$ cat src/rtl/dir_input_ctrl.sv
// dir_input_ctrl: debounced direction buttons feeding a 2-deep turn queue committed on each game step
module dir_input_ctrl #(
  parameter int DEBOUNCE_CYCLES = 500000,
  parameter int CNT_W = 20,
  parameter logic [1:0] RESET_DIR = 2'b01
) (
  input  logic       clk,
  input  logic       rst,
  input  logic       up,
  input  logic       right,
  input  logic       down,
  input  logic       left,
  input  logic       step,
  output logic [1:0] dir,
  output logic       dir_changed,
  output logic       started,
  output logic [3:0] btn_level,
  output logic [1:0] q_count
);
  logic [3:0] raw, s1, s2, prev, press;
  logic [CNT_W-1:0] cnt [4];
  logic [1:0] q0, q1, p, r, n_cnt;
  logic pop, acc;
  assign raw = {left, down, right, up};
  assign press = btn_level & ~prev;
  // two-flop synchronizer plus previous-level register for press edges
  always_ff @(posedge clk) begin
    if (rst) begin
      s1 <= '0;
      s2 <= '0;
      prev <= '0;
    end else begin
      s1 <= raw;
      s2 <= s1;
      prev <= btn_level;
    end
  end
  // per-button debounce: level flips only after the synced input differs long enough
  always_ff @(posedge clk) begin
    for (int i = 0; i < 4; i++) begin
      if (rst) begin
        cnt[i] <= '0;
        btn_level[i] <= 1'b0;
      end else if (s2[i] == btn_level[i]) begin
        cnt[i] <= '0;
      end else if (cnt[i] == CNT_W'(DEBOUNCE_CYCLES - 1)) begin
        cnt[i] <= '0;
        btn_level[i] <= ~btn_level[i];
      end else begin
        cnt[i] <= cnt[i] + 1'b1;
      end
    end
  end
  // pick the highest-priority press and decide whether it is a legal turn
  always_comb begin
    p = press[0] ? 2'd0 : press[1] ? 2'd1 : press[2] ? 2'd2 : 2'd3;
    pop = step && q_count != 2'd0;
    r = q_count == 2'd0 ? dir : q_count == 2'd1 ? q0 : q1;
    n_cnt = q_count - {1'b0, pop};
    acc = |press && p != r && p != (r ^ 2'b10) && n_cnt != 2'd2;
  end
  // turn queue: pop to dir on step, then append an accepted press behind what remains
  always_ff @(posedge clk) begin
    if (rst) begin
      dir <= RESET_DIR;
      dir_changed <= 1'b0;
      started <= 1'b0;
      q_count <= '0;
      q0 <= '0;
      q1 <= '0;
    end else begin
      dir_changed <= pop;
      if (pop) begin
        dir <= q0;
        q0 <= q1;
      end
      if (acc) begin
        started <= 1'b1;
        if (n_cnt == 2'd0) q0 <= p;
        else q1 <= p;
      end
      q_count <= n_cnt + {1'b0, acc};
    end
  end
endmodule

$ cat config.mk
export PLATFORM = sky130hd
export DESIGN_NAME = dir_input_ctrl
export DESIGN_NICKNAME = d
export VERILOG_FILES = /design/src/rtl/dir_input_ctrl.sv
export SDC_FILE = /design/constraint.sdc
export NUM_CORES = 1
export LEC_CHECK = 0
export CORE_MARGIN = 3
export CORE_UTILIZATION = 41
export CTS_BUF_LIST = sky130_fd_sc_hd__clkbuf_16
export DETAILED_ROUTE_END_ITERATION = 12
export PLACE_DENSITY = 0.68
export SYNTH_ARGS = -nofsm -noshare
export SYNTH_HDL_FRONTEND = slang
export SYNTH_SLANG_ARGS = --single-unit
$ cat constraint.sdc
create_clock -name clk -period 2.35 [get_ports clk]
set_input_delay 0.3525 -clock clk [delete_from_list [all_inputs] [get_ports clk]]
set_output_delay 0.3525 -clock clk [all_outputs]
set_load 0.01 [all_outputs]
==> impl_metrics.yaml <==
status:
  status: "complete, no violations"
cells_and_area:
  final_common_cell: "nor2_1"
  diodes: 0
  area_delta_synth_final_pct: 17.70
  drive_gt1_share_pct: 5.528
  layout.nets: 622
  fillers: 1197
  final_cell_mix: "108 x nor2_1, 80 x edfxtp_1, 80 x conb_1"
worst_setup_path:
  crit_required_ns: 2.42
  critPathArrivalTime_ns: 2.15
  start_kind: "flip-flop"
  crit_path_end_kind: "flip-flop"
  cpMaxStageDelayCell: "or3_1"
  r2r_slack_ns: 0.27
  rr_worst_depth: 6
  crit_path_max_fanout: 20
  r2r_end: "cnt[3][13]"
  cp_cell_sequence: "ha_1 > and4_1 > nand2_1 > nor2_1 > or3_1 > nor2_1"
  critPathKind: "flip-flop to flip-flop"
  slowest_delay_ns: 0.55
  path_common_cell: "nor2_1"
  reg2reg_from: "cnt[3][0]"
cts:
  ctsHoldBuffers: 0
  htreeDepth: 3
  clk_latency_ns: 0.34
  root_buffer: "clkbuf_16"
  cts.reportedPaths.clkPinSlew_ns: 0.07
  cts_setup_buffers: 0
  cts.repair.resized: 0
  cts_tree: "yes"
  cts_buffer_depth: 2
  cts.sinks: 106
  cts-buffers-inserted: 9
floorplan:
  coreArea_mm2: 0.01267
  die_y_um: 120.2
  io_pins: 17
  dieWidth_um: 120.2
  dieArea_mm2: 0.01446
  num_rows: 41
  start_util_pct: 42.23
synth:
  synth_flop_cell: "edfxtp_1"
  synth_area_leaders: "edfxtp_1 45%, dfxtp_1 9.7%, nor2_1 7.6%, xnor2_1 7.2%, xor2_1 5.4%"
  synth_top_area_share_pct: 44.89
  synth-seq-cells: 106
  synthCells: 510
  synth.largest_area_cell: "edfxtp_1"
  syn-cell-area_mm2: 0.005351
  synth-edff-count: 80
  synthArstFlopShare_pct: 0
  synth_cell_types: 50
  syn_avg_cell_area_um2: 10.49
  yosysSeqAreaShare_pct: 54.62
  yosysWarnings: 0
power:
  peakVddDrop_v: 0.0003125
  p_leak_nw: 2.271
  p_per_area_mw_per_mm2: 649.6
grt:
  gr-total-overflow: 0
  grt_max_degree: 21
  grt_first_pass_wirelength_um: 15640
  antenna_found_initial: 0
  grtUsageTotal_pct: 13.32
  first_global_vias: 3571
timing:
  hold_slack_ns: 0.4357
  final_hold_viol_count: 0
  maxSlewViolCount: 0
  slew_headroom_pct: 58.20
  tightest_slew_ns: 0.6270
  grt_setup_unrepaired: "no"
  max_freq_mhz: 480.4
  clock-skew-final_ns: 0.004425
  finalCriticalPeriod_ns: 2.082
  period_share_pct: 88.58
  finalSetupTns_ns: 0
  setup_violations: 0
hold_path:
  hold_path_startpoint: "s1[2]"
  hold_path_end: "s2[2]"
  min_delay_path_depth: 1
  hold_class: "flip-flop to flip-flop"
route:
  ant_nets: 0
  drt-total-wl_um: 8930
  dr_total_vias: 3689
  drc: 0
  drt-initial-drc-count: 150
  routed_via_density: 4.687
  drt-pass1-iter-count: 4
  wl_per_cell_um: 11.35
flow_run:
  max_cap_viol_count: 0
placement:
  gp_congestion: 0.7969
  io_buffers: 16
  dp_hpwl_um: 6510
[layout make-up]
type	instances	area, um2	area share, %
flip-flops and latches	106	2923	46.40
clock inverters	6	36.28	0.5761
multi-input cells	451	2590	41.12
inverters	19	71.32	1.132
clock buffers	10	250.2	3.973
well taps	172	215.2	3.417
repair buffers	23	212.7	3.377
[through the flow]
step	instance area (um2)	utilization [%]	setup WS, ns	power (W)	cells
6_report	6299	49.71	0.2683	0.004091	787
2_1_floorplan	5648	-	0.4076	0.002542	589
5_1_grt	6299	49.71	0.04329	0.004295	787
3_3_place_gp	6012	47.45	0.2922	0.002675	771
4_1_cts	6299	49.71	0.2454	0.004151	787
3_5_place_dp	6012	47.45	0.2419	0.002685	771
[flip-flops by register name, indices dropped and copies added (netlist names)]
name,cells
dir,2
q1,2
btn_level,4
s1,4
q0,2
cnt,80
q_count,2
started,1
prev,4
s2,4
dir_changed,1
[power by group]
part / switching (W) / internal (W) / leakage (nW)
registers: 0.0000972 / 0.00211 / 1.04
clock network: 0.000661 / 0.000783 / 0.148
logic: 0.000236 / 0.000207 / 1.09
total: 0.000994 / 0.00310 / 2.27
[cells by family (layout without fill, tap and decap cells)]
kind of cell / Yosys count / count (layout) / share of synthesized area (%)
other: 1 / 80 / 0.07008
AND/OR/NAND/NOR: 256 / 256 / 24.11
XOR/XNOR: 77 / 77 / 12.60
multiplexers: 7 / 7 / 1.333
adder cells (fa/ha/maj): 5 / 5 / 1.169
buffers and inverters: 32 / 58 / 2.525
flip-flops: 106 / 106 / 54.62
AO/OA/AOI/OAI: 26 / 26 / 3.577
[worst max-delay path by stage]
stage / depth (start not counted) / end / start / slack (ns)
final: 6 / cnt[3][13] / cnt[3][0] / 0.27
after global routing: 5 / cnt[3][14] / cnt[3][9] / 0.04
after CTS: 6 / cnt[3][13] / cnt[3][0] / 0.25
after detailed placement: 8 / q0[1] / step / 0.24
after global placement: 8 / q0[1] / step / 0.29
after floorplan: 8 / q0[1] / q_count[1] / 0.41
[cells in the mapped netlist, types with 2 or more instances]
cell,number
nor2_1,108
edfxtp_1,80
xnor2_1,44
xor2_1,33
nand3_1,30
dfxtp_1,26
nand2_1,25
inv_1,19
nand4_1,17
nor3_1,14
nor2b_1,13
and3_1,11
clkbuf_1,8
and4_1,7
a21oi_1,6
mux2i_1,6
nor4_1,6
ha_1,5
nor4b_1,5
a21o_1,4
buf_2,3
nand2b_1,3
o31ai_1,3
or3_1,3
a211oi_1,2
and2_1,2
o21a_1,2
o21ai_0,2
or2_2,2
[worst max-delay path: cells and delay by family, from the launching register on]
family / cells / cell delay [ns]
flip-flops: 1 / 0.40
AND/OR/NAND/NOR: 5 / 1.17
adder cells (fa/ha/maj): 1 / 0.23
[routing by layer]
| metal | global-route usage [%] | share of wire (%) | vias to the layer above |
|---|---|---|---|
| met5 | 0 | 0 | - |
| met4 | 5.312 | 1.8 | 0 |
| met3 | 2.713 | 2.8 | 13 |
| met2 | 22.09 | 48 | 28 |
| met1 | 17.17 | 48 | 1734 |
| li1 | - | - | 1914 |
Note: power is estimated with default switching activity, not from simulation.
